[src/rtl/snake_pkg.sv]
// Shared snake game types and end-screen button geometry.
// Used by the drawing chains and the screen controller.
package snake_pkg;

  typedef enum logic [1:0] {
    SCR_MENU = 2'd0,
    SCR_GAME = 2'd1,
    SCR_WIN  = 2'd2,
    SCR_LOSE = 2'd3
  } screen_t;

  localparam logic [11:0] BUTTONS_X = 12'd412;
  localparam logic [11:0] BUTTONE_Y = 12'd560;
  localparam logic [11:0] BUTTONS_W = 12'd200;
  localparam logic [11:0] BUTTONS_H = 12'd64;

endpackage

[src/rtl/button_hit.sv]
// Combinational rectangle hit test on a 12-bit pointer position.
// Edges are inclusive on all four sides.
module button_hit #(
  parameter logic [11:0] X = 12'd1,
  parameter logic [11:0] Y = 12'd1,
  parameter logic [11:0] W = 12'd1,
  parameter logic [11:0] H = 12'd1
) (
  input  logic [11:0] xpos,
  input  logic [11:0] ypos,
  output logic        hit
);

  localparam logic [11:0] X_HI = X + W - 12'd1;
  localparam logic [11:0] Y_HI = Y + H - 12'd1;

  assign hit = (xpos >= X) && (xpos <= X_HI) &&
               (ypos >= Y) && (ypos <= Y_HI);

endmodule

[src/rtl/end_screen_ctrl.sv]
// Menu / game / end-screen sequencer with a timed input lockout
// and a clickable "back to menu" button on the end screen.
module end_screen_ctrl
  import snake_pkg::*;
#(
  parameter int unsigned HOLD_CYCLES = 32_500_000
) (
  input  logic        clk,
  input  logic        rst,
  input  logic        start_game,
  input  logic        game_over,
  input  logic        game_won,
  input  logic [11:0] xpos,
  input  logic [11:0] ypos,
  input  logic        mouse_left,
  output screen_t     screen,
  output logic        menu_req,
  output logic        end_armed
);

  localparam int CLOG = $clog2(HOLD_CYCLES + 1);
  localparam int CW   = (CLOG < 1) ? 1 : CLOG;
  localparam logic [CW-1:0] CNT_LAST =
    (HOLD_CYCLES < 2) ? '0 : CW'(HOLD_CYCLES - 1);

  typedef enum logic [1:0] {
    ST_MENU,
    ST_GAME,
    ST_END_HOLD,
    ST_END_ARMED
  } state_t;

  state_t        state_q, state_d;
  logic [CW-1:0] cnt_q, cnt_d;
  logic          won_q, won_d;
  logic          ml_q;
  screen_t       screen_q, screen_d;
  logic          menu_req_q, menu_req_d;
  logic          armed_q, armed_d;
  logic          hit, click;

  button_hit #(
    .X(BUTTONS_X),
    .Y(BUTTONE_Y),
    .W(BUTTONS_W),
    .H(BUTTONS_H)
  ) u_hit (
    .xpos(xpos),
    .ypos(ypos),
    .hit (hit)
  );

  assign click = mouse_left & ~ml_q;

  always_comb begin
    state_d    = state_q;
    cnt_d      = cnt_q;
    won_d      = won_q;
    menu_req_d = 1'b0;
    unique case (state_q)
      ST_MENU: begin
        if (start_game) state_d = ST_GAME;
      end
      ST_GAME: begin
        if (game_over) begin
          won_d   = game_won;
          cnt_d   = '0;
          state_d = ST_END_HOLD;
        end
      end
      ST_END_HOLD: begin
        if (cnt_q == CNT_LAST) state_d = ST_END_ARMED;
        else cnt_d = cnt_q + 1'b1;
      end
      ST_END_ARMED: begin
        if (click && hit) begin
          state_d    = ST_MENU;
          menu_req_d = 1'b1;
        end
      end
      default: state_d = ST_MENU;
    endcase

    // outputs follow the next state so they flip with the state flop
    unique case (state_d)
      ST_MENU: screen_d = SCR_MENU;
      ST_GAME: screen_d = SCR_GAME;
      default: screen_d = won_d ? SCR_WIN : SCR_LOSE;
    endcase
    armed_d = (state_d == ST_END_ARMED);
  end

  always_ff @(posedge clk) begin
    if (rst) begin
      state_q    <= ST_MENU;
      cnt_q      <= '0;
      won_q      <= 1'b0;
      ml_q       <= 1'b0;
      screen_q   <= SCR_MENU;
      menu_req_q <= 1'b0;
      armed_q    <= 1'b0;
    end else begin
      state_q    <= state_d;
      cnt_q      <= cnt_d;
      won_q      <= won_d;
      ml_q       <= mouse_left;
      screen_q   <= screen_d;
      menu_req_q <= menu_req_d;
      armed_q    <= armed_d;
    end
  end

  assign screen    = screen_q;
  assign menu_req  = menu_req_q;
  assign end_armed = armed_q;

endmodule
[config.mk]
export PLATFORM = sky130hd
export DESIGN_NAME = end_screen_ctrl
export DESIGN_NICKNAME = d
export VERILOG_FILES = /design/src/rtl/snake_pkg.sv /design/src/rtl/button_hit.sv /design/src/rtl/end_screen_ctrl.sv
export SDC_FILE = /design/constraint.sdc
export NUM_CORES = 1
export LEC_CHECK = 0
export ABC_AREA = 1
export CAP_MARGIN = 5
export CORE_UTILIZATION = 48
export CTS_CLUSTER_SIZE = 12
export DETAILED_ROUTE_END_ITERATION = 16
export HOLD_SLACK_MARGIN = 0.1
export PLACE_DENSITY = 0.88
export SLEW_MARGIN = 5
export SYNTH_ARGS = -nofsm -noshare
export SYNTH_HDL_FRONTEND = slang
export SYNTH_SLANG_ARGS = --single-unit
[constraint.sdc]
create_clock -name clk -period 1.8 [get_ports clk]
set_input_delay 0.45 -clock clk [delete_from_list [all_inputs] [get_ports clk]]
set_output_delay 0.45 -clock clk [all_outputs]
set_load 0.03 [all_outputs]
==> impl_results.md <==
* Leak at 1.04 nW
* First-pass GRT wire length at 8360 µm
* # setup viols final at 0
* Deepest clock path buffer count at 2
* H-tree levels at 2
* Clk sinks at 33
* Largest net degree at the start of global routing at 23
* Syn avg cell area at 6.03 µm²
* Delay-heaviest family, CP: buffers and inverters
* Worst Tran Pin Value at 0.342 ns
* Die Width at 67.4 µm
* Slowest CP cell: clkdlybuf4s50_1
* Area Growth Syn to Fin at 25.3%
* Seq/Total Area, Yosys at 0.322
* Final Max Tran Viols at 0
* Tot GR Track Use at 0.244
* Share of the synthesized area in the top cell type at 0.322
* Worst path bufs/invs at 1
* N_diodes at 0
* Outcome: completed
* CP Max Fanout at 1
* Root Buffer: clkbuf_8
* Post-Synthesis Cells at 340
* Register area at 662 µm²
* Crit-path cells: clkdlybuf4s50_1
* Ports at 34
* Fraction of layout instances using a drive strength above 1 at 0.0838
* Core Area at 4060 µm²
* DRC at 0
* Final worst-path cycle share at 0.962
* Total Routed Length at 5040 µm
* Post-route ant nets at 0
* VDD IR max at 0.269 mV
* Initial antenna violation count at 0
* Max Cap Viol at 0
* Required time of the worst setup path at 1.35 ns
* PD cells at 630 nW/µm²
* Critical path's largest stage delay at 0.67 ns
* Final hold vios at 0
* Worst-path clk slew at 0.07 ns
* Crit Path Class: reg2out
* Postcts setup bufs at 0
* Crit path time final at 1.73 ns
* Setup crit end kind: output port
* Fmax at 0.578 GHz
* Worst min path class: reg2reg
* RSZ-0062 raised after global routing: false
* Starting Density at 0.505
* Die height at 67.4 µm
* CTS tree: built
* DR pass1 iterations at 4
* TNS Setup at 0 ns
* Mapped Area at 2050 µm²
* Arrival time at the worst endpoint at 1.28 ns
* Vias per Instance at 5.19
* Port bufs at 31
* Top cells by area, synth: dfxtp_1 (32%), nand2_1 (19%), nor2_1 (9.5%), inv_1 (7.1%), a21oi_1 (6.6%)
* Vias in the first global route at 2,012
* DPL Wire Length at 3800 µm
* Drt wl/cell at 11.7 µm
* Net count, final at 413
* Footprint of the multi-input gates at 1190 µm²
* Synth Register Bits at 33
* Total CTS buffers at 5
* # resized after CTS at 0
* Grt ovf at 0
* # fillers at 359
* Net Count, Synth at 371
* Row count at 23
* DRT iter0 DRCs at 161
* Die area at 4540 µm²
* Worst Clk Skew at 0.00969 ns
* Total Power at 0.00162 W
* Distinct cells, synth at 25
* Gpl congestion at 0.974
* Slew headroom at 0.770
* Yosys top cell by area: dfxtp_1
* Total number of vias at 2,242
* Setup crit start kind: register
* Post-CTS Hold Buffers at 0
* Skew-Pair Late Insertion Delay at 0.29 ns
* Ys Warns at 0
==> flip-flops by register name, indices dropped and copies added (netlist names) <==
name       flops
cnt_q         25
end_armed      1
menu_req       1
ml_q           1
screen         2
state_q        2
won_q          1
==> path summary, 6_finish.rpt <==
kind             start   endpoint  slack [ns]  depth (start not counted)
max          screen[0]  screen[0]        0.07                          1
min          cnt_q[23]  cnt_q[23]        0.50                          2
min reg2reg  cnt_q[23]  cnt_q[23]        0.50                          2
max reg2reg   cnt_q[1]   cnt_q[6]        0.17                         11
==> cell usage after synthesis (all sizes together) <==
cell type,instances
a21oi,27
a31oi,1
buf,4
clkbuf,4
clkinv,1
dfxtp,33
ha,1
inv,39
mux2i,1
nand2,109
nand3,27
nand3b,2
nand4,11
nor2,53
nor3,8
nor3b,1
o211ai,1
o21ai,6
or2,5
xnor2,1
xor2,5
==> final cells by class <==
cell class	count	area share
repair buffers	43	0.161
clock buffers	7	0.0336
multi-input cells	259	0.463
flip-flops and latches	33	0.258
inverters	40	0.0604
well taps	50	0.0244
==> report_power, final <==
part / switching [W] / internal [W] / total [W]
Combinational: 0.000156 / 0.000126 / 0.000282
Clock: 0.000265 / 0.000303 / 0.000568
Sequential: 0.0000152 / 0.000753 / 0.000768
==> metrics by stage <==
step / instances / util / area, µm² / hold WS [ns] / worst slack (ns)
after global placement: 425 / 0.609 / 2470 / 0.481 / -0.127
final: 432 / 0.633 / 2570 / 0.502 / 0.0689
after global routing: 432 / 0.633 / 2570 / 0.522 / 0.00678
after detailed placement: 425 / 0.609 / 2470 / 0.496 / -0.180
after floorplan: 340 / - / 2050 / 0.460 / 0.114
after CTS: 432 / 0.631 / 2560 / 0.506 / 0.0660
==> cells by family after synthesis <==
family | synth area share
fa+ha+maj | 0.00610
simple gates | 0.454
mux | 0.00488
compound gates | 0.0873
buf+inv | 0.100
flops | 0.322
xor+xnor | 0.0256
==> per-layer routing <==
metal / part of all wire / global-route usage / vias up
li1: - / - / 1165
met1: 0.42 / 0.269 / 987
met2: 0.50 / 0.445 / 77
met3: 0.062 / 0.0541 / 13
met4: 0.021 / 0.104 / 0
met5: 0 / 0 / -
==> cells in the final DEF (no fill, tap or decap) <==
cell	instances
a21oi_1	27
a31oi_1	1
buf_12	1
buf_4	11
clkbuf_1	1
clkbuf_8	6
clkdlybuf4s50_1	31
dfxtp_1	32
dfxtp_2	1
ha_1	1
inv_1	39
inv_6	1
mux2i_1	1
nand2_1	104
nand2_2	4
nand2_4	1
nand3_1	27
nand3b_1	2
nand4_1	11
nor2_1	52
nor2_4	1
nor3_1	8
nor3b_2	1
o211ai_1	1
o21ai_0	5
o21ai_1	1
or2_2	5
xnor2_1	1
xor2_1	5
Note: power is estimated with default switching activity, not from simulation.
